<file path="src/rtl/wb_pkg.sv">
// Shared definitions for the write-back sequencer: op codes, mux selector
// constants, write-data sources, FSM states and the WR1 decode helpers.
package wb_pkg;

  typedef enum logic [2:0] {
    WB_NONE = 3'd0,
    WB_RT   = 3'd1,
    WB_RD   = 3'd2,
    WB_SP   = 3'd3,
    WB_ALT  = 3'd4,
    WB_LINK = 3'd5,
    WB_POP  = 3'd6,
    WB_RSVD = 3'd7
  } wb_op_e;

  localparam logic [2:0] SEL_RT  = 3'b000;
  localparam logic [2:0] SEL_RD  = 3'b001;
  localparam logic [2:0] SEL_SP  = 3'b010;
  localparam logic [2:0] SEL_ALT = 3'b011;
  localparam logic [2:0] SEL_RA  = 3'b100;

  typedef enum logic [1:0] {
    SRC_ALU    = 2'd0,
    SRC_MEM    = 2'd1,
    SRC_PC4    = 2'd2,
    SRC_SP_ADJ = 2'd3
  } wb_src_e;

  typedef enum logic [1:0] {
    ST_IDLE = 2'd0,
    ST_WAIT = 2'd1,
    ST_WR1  = 2'd2,
    ST_WR2  = 2'd3
  } wb_state_e;

  // Destination selector used in WR1 for each op (POP writes rt first).
  function automatic logic [2:0] wr1_sel(wb_op_e op);
    case (op)
      WB_RD:   return SEL_RD;
      WB_SP:   return SEL_SP;
      WB_ALT:  return SEL_ALT;
      WB_LINK: return SEL_RA;
      default: return SEL_RT;
    endcase
  endfunction

  function automatic wb_src_e wr1_src(wb_op_e op);
    case (op)
      WB_SP:   return SRC_SP_ADJ;
      WB_LINK: return SRC_PC4;
      WB_POP:  return SRC_MEM;
      default: return SRC_ALU;
    endcase
  endfunction

endpackage

</file>
<file path="src/rtl/wb_sequencer_if.sv">
// Request/response bundle between the main control FSM (master) and the
// write-back sequencer (slave).
interface wb_sequencer_if;
  logic       start;
  logic [2:0] wb_op;
  logic       flush;
  logic [2:0] reg_dst_sel;
  logic [1:0] wb_src;
  logic       reg_write;
  logic       busy;
  logic       done;

  modport master (
    output start, wb_op, flush,
    input  reg_dst_sel, wb_src, reg_write, busy, done
  );

  modport slave (
    input  start, wb_op, flush,
    output reg_dst_sel, wb_src, reg_write, busy, done
  );
endinterface

</file>
<file path="src/rtl/wb_sequencer.sv">
// Write-back sequencer: issues one or two register-file writes per op
// (two for POP, after an optional memory wait) with Moore-decoded outputs.
module wb_sequencer
  import wb_pkg::*;
#(
  parameter int MEM_LAT = 2,
  parameter int CNT_W   = 2
) (
  input  logic         clk,
  input  logic         reset,
  wb_sequencer_if.slave bus
);

  localparam int               LOAD_I   = (MEM_LAT > 0) ? MEM_LAT - 1 : 0;
  localparam logic [CNT_W-1:0] CNT_LOAD = CNT_W'(LOAD_I);

  wb_state_e        state_q, state_d;
  wb_op_e           op_q, op_d;
  logic [CNT_W-1:0] cnt_q, cnt_d;

  always_ff @(posedge clk or negedge reset) begin
    if (!reset) begin
      state_q <= ST_IDLE;
      op_q    <= WB_NONE;
      cnt_q   <= '0;
    end else begin
      state_q <= state_d;
      op_q    <= op_d;
      cnt_q   <= cnt_d;
    end
  end

  always_comb begin
    state_d = state_q;
    op_d    = op_q;
    cnt_d   = cnt_q;
    if (bus.flush) begin
      state_d = ST_IDLE;
    end else begin
      case (state_q)
        ST_IDLE: begin
          if (bus.start) begin
            // Reserved code behaves exactly like NONE.
            op_d = (bus.wb_op == WB_RSVD) ? WB_NONE : wb_op_e'(bus.wb_op);
            if (bus.wb_op == WB_POP && MEM_LAT > 0) begin
              state_d = ST_WAIT;
              cnt_d   = CNT_LOAD;
            end else begin
              state_d = ST_WR1;
            end
          end
        end
        ST_WAIT: begin
          if (cnt_q == '0) state_d = ST_WR1;
          else             cnt_d   = cnt_q - 1'b1;
        end
        ST_WR1:  state_d = (op_q == WB_POP) ? ST_WR2 : ST_IDLE;
        ST_WR2:  state_d = ST_IDLE;
        default: state_d = ST_IDLE;
      endcase
    end
  end

  // NONE also passes through WR1 to produce its done pulse, but without
  // writing and without raising busy.
  always_comb begin
    bus.reg_dst_sel = SEL_RT;
    bus.wb_src      = SRC_ALU;
    bus.reg_write   = 1'b0;
    bus.busy        = 1'b0;
    bus.done        = 1'b0;
    case (state_q)
      ST_WAIT: bus.busy = 1'b1;
      ST_WR1: begin
        bus.reg_dst_sel = wr1_sel(op_q);
        bus.wb_src      = wr1_src(op_q);
        bus.reg_write   = (op_q != WB_NONE);
        bus.busy        = (op_q != WB_NONE);
        bus.done        = (op_q != WB_POP);
      end
      ST_WR2: begin
        bus.reg_dst_sel = SEL_SP;
        bus.wb_src      = SRC_SP_ADJ;
        bus.reg_write   = 1'b1;
        bus.busy        = 1'b1;
        bus.done        = 1'b1;
      end
      default: ;
    endcase
    if (bus.flush) begin
      bus.reg_write = 1'b0;
      bus.done      = 1'b0;
    end
  end

endmodule

</file>
<file path="src/flat_wrapper.sv">
// flat-port wrapper written by rule: the top's interface ports become plain ports
module wb_sequencer_flat import wb_pkg::*;
#(
  parameter int MEM_LAT = 2,
  parameter int CNT_W   = 2
)
  (clk, reset, bus_start, bus_wb_op, bus_flush, bus_reg_dst_sel, bus_wb_src, bus_reg_write, bus_busy, bus_done);
  wb_sequencer_if bus_i ();
  input  logic clk;
  input  logic reset;
  input wire logic [$bits(bus_i.start)-1:0] bus_start;
  input wire logic [$bits(bus_i.wb_op)-1:0] bus_wb_op;
  input wire logic [$bits(bus_i.flush)-1:0] bus_flush;
  output wire logic [$bits(bus_i.reg_dst_sel)-1:0] bus_reg_dst_sel;
  output wire logic [$bits(bus_i.wb_src)-1:0] bus_wb_src;
  output wire logic [$bits(bus_i.reg_write)-1:0] bus_reg_write;
  output wire logic [$bits(bus_i.busy)-1:0] bus_busy;
  output wire logic [$bits(bus_i.done)-1:0] bus_done;
  assign bus_i.start = bus_start;
  assign bus_i.wb_op = bus_wb_op;
  assign bus_i.flush = bus_flush;
  assign bus_reg_dst_sel = bus_i.reg_dst_sel;
  assign bus_wb_src = bus_i.wb_src;
  assign bus_reg_write = bus_i.reg_write;
  assign bus_busy = bus_i.busy;
  assign bus_done = bus_i.done;
  wb_sequencer #(.MEM_LAT(MEM_LAT), .CNT_W(CNT_W)) u_core (.clk(clk), .reset(reset), .bus(bus_i));
endmodule
</file>
<file path="config.mk">
export PLATFORM = sky130hd
export DESIGN_NAME = wb_sequencer_flat
export DESIGN_NICKNAME = d
export VERILOG_FILES = /design/src/rtl/wb_pkg.sv /design/src/rtl/wb_sequencer_if.sv /design/src/rtl/wb_sequencer.sv /design/src/flat_wrapper.sv
export SDC_FILE = /design/constraint.sdc
export NUM_CORES = 1
export LEC_CHECK = 0
export CAP_MARGIN = 20
export CORE_AREA = 2 2 39 41
export CTS_BUF_LIST = sky130_fd_sc_hd__clkbuf_8
export CTS_CLUSTER_DIAMETER = 30
export DETAILED_ROUTE_END_ITERATION = 10
export DIE_AREA = 0 0 41 43
export DONT_BUFFER_PORTS = 1
export PLACE_DENSITY_LB_ADDON = 0.3
export REMOVE_ABC_BUFFERS = 1
export SLEW_MARGIN = 20
export SYNTH_ARGS = -nofsm -noshare
export SYNTH_HDL_FRONTEND = slang
export SYNTH_SLANG_ARGS = --single-unit
export TNS_END_PERCENT = 10
</file>
<file path="constraint.sdc">
create_clock -name clk -period 1.8 [get_ports clk]
set_clock_uncertainty 0.05 [all_clocks]
set_input_delay 0.36 -clock clk [delete_from_list [all_inputs] [get_ports clk]]
set_output_delay 0.36 -clock clk [all_outputs]
set_load 0.03 [all_outputs]
</file>
# Word-level counts from Yosys, hierarchy flattened
# Cells that the tools add are included.
word_totals:
  out_inout_bits: 8
  word_cells: 49
  in_bits: 7
  regBits: 7
classes:
  eq_ne: 16
  reduce_logical: 8
  bitwise_logic: 1
  mux: 20
  n_addsub: 1
op_table:
  columns: ["operator", "count"]
  rows:
  - ["2-bit two-way mux", 8]
  - ["3-bit == test (second input constant)", 5]
  - ["3-bit case mux with 4 select lines", 1]
  - ["2-bit case mux with 2 select lines", 2]
  - ["2-bit case mux with 4 select lines", 1]
  - ["3-bit by 2-bit == test with 1-bit output (second input constant)", 2]
  - ["3-bit != test (second input constant)", 2]
  - ["1-bit case mux with 2 select lines", 3]
  - ["2-bit case mux with 3 select lines", 1]
  - ["3-bit case mux with 2 select lines", 1]
  - ["5-bit AND reduction", 1]
  - ["2-bit == test (second input constant)", 2]
  - ["2-bit zero test", 2]
  - ["2-bit != test (second input constant)", 2]
  - ["3-bit two-way mux", 1]
  - ["3-bit by 2-bit != test with 1-bit output (second input constant)", 1]
  - ["3-bit AND reduction", 1]
  - ["3-bit nonzero test", 1]
  - ["2-bit by 1-bit == test with 1-bit output (second input constant)", 1]
  - ["1-bit two-way mux", 2]
  - ["2-bit by 1-bit != test with 1-bit output (second input constant)", 1]
  - ["2-bit AND reduction", 1]
  - ["2-bit nonzero test", 1]
  - ["2-bit OR reduction", 1]
  - ["other kinds (2)", 2]

# Logic depth before layout (Yosys ltp)
depth:
  word_depth: 5
  mapped_depth: 5
  ltp_nobuf: 5

# Least setup slack after synthesis
# No wires, ideal clock.
synth_timing:
  path_type: "register to output"
  startpoint: "reg u_core.op_q[0]"
  endpoint: "out bus_done"
  stages_incl_launch_ff: 4
  setup_slack_ns: 0.200
  required_time_ns: 1.390
  arrival_time_ns: 1.190
  n_path_buf: 1
  cell_sequence: "dfrtp_1 clkbuf_1 nor2_1 a31oi_1"
synth_via:
  elab_chain_cells: 3
synth_lines:
  columns: ["element", "line", "text"]
  rows:
  - ["start, declared", "wb_sequencer.sv:18", "wb_op_e op_q, op_d;"]
  - ["start signal, assigned", "wb_sequencer.sv:28", "op_q <= op_d;"]
  - ["3-bit != test", "wb_sequencer.sv:79", "bus.done = (op_q != WB_POP);"]
  - ["1-bit case mux with 2 select lines", "wb_sequencer.sv:72", "case (state_q)"]
  - ["1-bit two-way mux", "wb_sequencer.sv:90", "if (bus.flush) begin"]
  - ["end, declared", "flat_wrapper.sv:18", "output wire logic [$bits(bus_i.done)-1:0] bus_done;"]
# Every way passes these cells.

# Worst setup path after layout
layout_timing:
  startpoint: "reg u_core.op_q[2]"
  endpoint: "out bus_reg_dst_sel[1]"
layout_via:
  elab_chain_cells: 3
  elab_cells_between_ends: 6
  cone_classes: "eq/ne: 4; mux: 2"
layout_lines:
  columns: ["element", "line", "text"]
  rows:
  - ["3-bit == test or 3-bit by 2-bit == test with 1-bit output (tied branches)", "wb_pkg.sv:38", "case (op)"]
  - ["3-bit case mux with 4 select lines (*)", "wb_pkg.sv:38", null]
  - ["3-bit case mux with 2 select lines (*)", "wb_sequencer.sv:72", null]
  - ["end, declared", "flat_wrapper.sv:14", "output wire logic [$bits(bus_i.reg_dst_sel)-1:0] bus_reg_dst_sel;"]
# Mark *: on every way between the ends. The rest lies on a longest branch, timed or not.

==> flow_summary.yaml <==
final_layout:
  final.fill_count: 135
  antenna_cells_inserted: 0
  ff_latch_area_sq_um: 176
  stdcell_area_sq_um: 642
  area_growth_syn_to_layout_pct: 21.0
  area_of_the_multi_input_gates_sq_um: 327
  layout.cells.non_filler: 84
  layout.nets: 77
  final_layout_size_suffix_gt1_share_pct: 25.0
sta:
  fin_tns_setup_ns: 0
  worst_pin_slew_ns: 0.292
  final-hold-violation-count: 0
  fin_crit_ns: 1.71
  max_freq_ghz: 0.584
  grt_setup_unrepaired: "false"
  timing.final.crit_share_pct: 95.2
  total_of_endpoints_with_negative_setup_slack_in_the_final_report: 0
  worst_slew_margin_rel_pct: 80.5
  slew_violations: 0
worst_setup_path:
  timing.critical_path.max_delay_family: "flip-flops"
  cp-start-kind: "register"
  worst-path-max-fanout: 10
  cpMaxStageDelayCell: "dfrtp_1"
  timing.critical_path.cells: "and3b_1, nor3_1, nor2_1, buf_4"
  critical_path.endpoint_type: "primary output"
  cp_data_required_time_ns: 1.39
  timing.critical_path.arrival_ns: 1.30
  r2r_slack_ns: 0.29
  worstReg2RegEnd: "u_core.op_q[0]$_DFFE_PN0P_"
  path_buf_inv: 1
  timing_worst_setup_path_type: "register to primary output"
  r2r_start: "u_core.state_q[1]$_DFFE_PN0P_"
  rr_worst_depth: 3
  timing.critical_path.slowest_cell_delay_ns: 0.49
synthesis:
  post_synth.cell_area_avg_sq_um: 8.84
  synthArstFlopShare_pct: 100
  synth_edf_count: 0
  synth-seq-area-share_pct: 33.0
  netlist_area_sq_um: 531
  synthesis.yosys.warnings: 0
  ys.flop_type: "dfrtp_1"
  synth_register_bits: 7
  synthesized_instance_count: 60
  synth.lib_cells_used.distinct: 29
pwr:
  sequential_group_share_of_total_power_pct: 36.4
  max-vdd-ir-drop_mv: 0.452
  switching_share_pct: 34.9
  net-switching-power_w: 0.000244
  power.density_mw_per_mm2: 1090
  clock_power_share_pct: 29.3
  p_comb_share_pct: 34.2
  p_int_w: 0.000454
  power.leakage_nw: 0.302
run:
  max-cap-violations: 0
grt:
  antenna_found_initial: 0
  grt_max_degree: 12
  grt_pass1_wl_um: 1610
  grt_use_total_pct: 13.6
  first_global_vias: 405
  globalRouteOverflowTotal: 0
min_path:
  holdCritStartpoint: "bus_flush"
  min_to: "u_core.state_q[1]$_DFFE_PN0P_"
  hold_path_class: "input pin to register"
  min_delay_path_depth: 2
floorplan:
  dieWidth_um: 41
  die_h_um: 43
  initial_utilization_pct: 38.3
  rows: 14
  io_pins: 15
  die_area_sq_mm: 0.00176
  core_area_sq_mm: 0.00138
drt:
  wire_per_inst_um: 11.3
  route.vias.total: 443
  initialDrtViolationCount: 12
  route.detailed.vias_per_inst: 5.27
  drtPass1Iterations: 2
  drt_drc_violations_left: 0
  drt_wl_total_um: 950
  antenna_violating_nets_post_route: 0
clock_network:
  tritoncts.num_buffers: 3
  clock_sink_count: 7
  postCtsSetupRepairBufs: 0
  ctsHtreeMaxLevel: 1
  clk_root_buffer_cell: "clkbuf_8"
  ctsLongestPathBuffers: 2
  cts_clk_pin_slew_worst_paths_ns: 0.04
  clk_latency_ns: 0.22
  cts_tree: "built"
place:
  placedCellCount: 79
  io_buffer_count: 0
  hpwlAfterDp_um: 773
  finalWeightedCongestion: 0.792
  dpl-instance-area_sq_um: 584
outcome:
  outcome: "finished, final reports clean"
==> timing repair <==
item,CTS,global route
endpoints found under the hold margin,7,0
gates resized for setup,0,2
setup endpoints to repair,0,2
hold buffers,1,0
==> Yosys cell counts (all sizes together) (3+ instances only) <==
library cell  n  area share, %
nor2          8            5.7
dfrtp         7             33
mux2          3            6.4
a21boi        3            4.2
inv           3            2.1
a21oi         3            2.8
buf           3            2.8
==> per-layer routing <==
layer	track usage [%]	vias up	part of all wire, %	wire length (um)
li1	-	233	-	-
met1	16.9	196	47	446
met2	20.3	12	46	441
met3	4.71	2	6.1	58
met4	6.00	0	0.42	4
met5	0	-	0	0
==> cell usage in the layout (no fill, tap or decap), drive strengths merged, types with 2 or more instances in the layout <==
cell	n
a21boi	3
a21oi	3
a31oi	2
and3	2
and3b	2
buf	7
clkbuf	3
dfrtp	7
inv	4
mux2	3
nor2	8
nor2b	2
nor3	2
nor3b	2
o21ai	2
o21bai	2
xor2	2
==> power groups by stage <==
stage | Clock [W] | Combinational (W) | Sequential, W
2_1_floorplan | 0 | 0.000188 | 0.000242
3_3_place_gp | 0 | 0.000235 | 0.000253
3_5_place_dp | 0 | 0.000235 | 0.000254
4_1_cts | 0.000211 | 0.000240 | 0.000253
5_1_grt | 0.000225 | 0.000270 | 0.000264
6_report | 0.000205 | 0.000239 | 0.000254
==> layout make-up <==
type | instances | share of cell area (%)
sequential | 7 | 27.5
inverter | 3 | 1.75
timing repair buffer | 8 | 9.75
tap | 16 | 3.12
multi-input combinational | 46 | 50.9
clock inverter | 1 | 0.585
clock buffer | 3 | 6.43
==> per-stage QoR <==
step / setup slack (ns) / hold slack [ns] / total power, W / util, %
final: 0.0870 / 0.309 / 0.000698 / 46.4
after global routing: 0.000617 / 0.321 / 0.000760 / 46.4
after CTS: 0.0643 / 0.307 / 0.000703 / 46.2
after detailed placement: 0.293 / 0.0146 / 0.000489 / 42.2
after global placement: 0.299 / 0.0146 / 0.000488 / 42.2
after floorplan: 0.202 / 0.0144 / 0.000430 / -
==> worst max-delay path by stage <==
stage / from / to / slack, ns / depth (start not counted)
2_1_floorplan: u_core.state_q[1]$_DFFE_PN0P_ / bus_done / 0.20 / 2
6_report: u_core.op_q[2]$_DFFE_PN0P_ / bus_reg_dst_sel[1] / 0.09 / 4
3_3_place_gp: u_core.op_q[1]$_DFFE_PN0P_ / bus_reg_dst_sel[0] / 0.30 / 2
3_5_place_dp: u_core.state_q[1]$_DFFE_PN0P_ / u_core.op_q[0]$_DFFE_PN0P_ / 0.29 / 3
5_1_grt: u_core.op_q[2]$_DFFE_PN0P_ / bus_wb_src[1] / 0.0006 / 4
4_1_cts: u_core.op_q[0]$_DFFE_PN0P_ / bus_reg_dst_sel[0] / 0.06 / 2
==> logic make-up after synthesis <==
| family | Yosys count | share of synthesized area, % |
|---|---|---|
| AOI/OAI and AO/OA | 17 | 21.9 |
| xor gates and xnor gates | 2 | 3.30 |
| adders and majority gates | 1 | 2.36 |
| buffers and inverters | 7 | 5.66 |
| DFF | 7 | 33.0 |
| muxes | 3 | 6.37 |
| and+or+nand+nor | 23 | 27.4 |
==> worst register-to-register path: stages, from the launching register on <==
cell,delay (ns)
dfrtp_1,0.45
or2_4,0.28
nor3b_4,0.25
mux2_2,0.36
==> flip-flops by register name, summed over array words and instances (netlist names) <==
name,flops
u_core.op_q,3
u_core.cnt_q,2
u_core.state_q,2
Power figures use the tool's default switching activity.
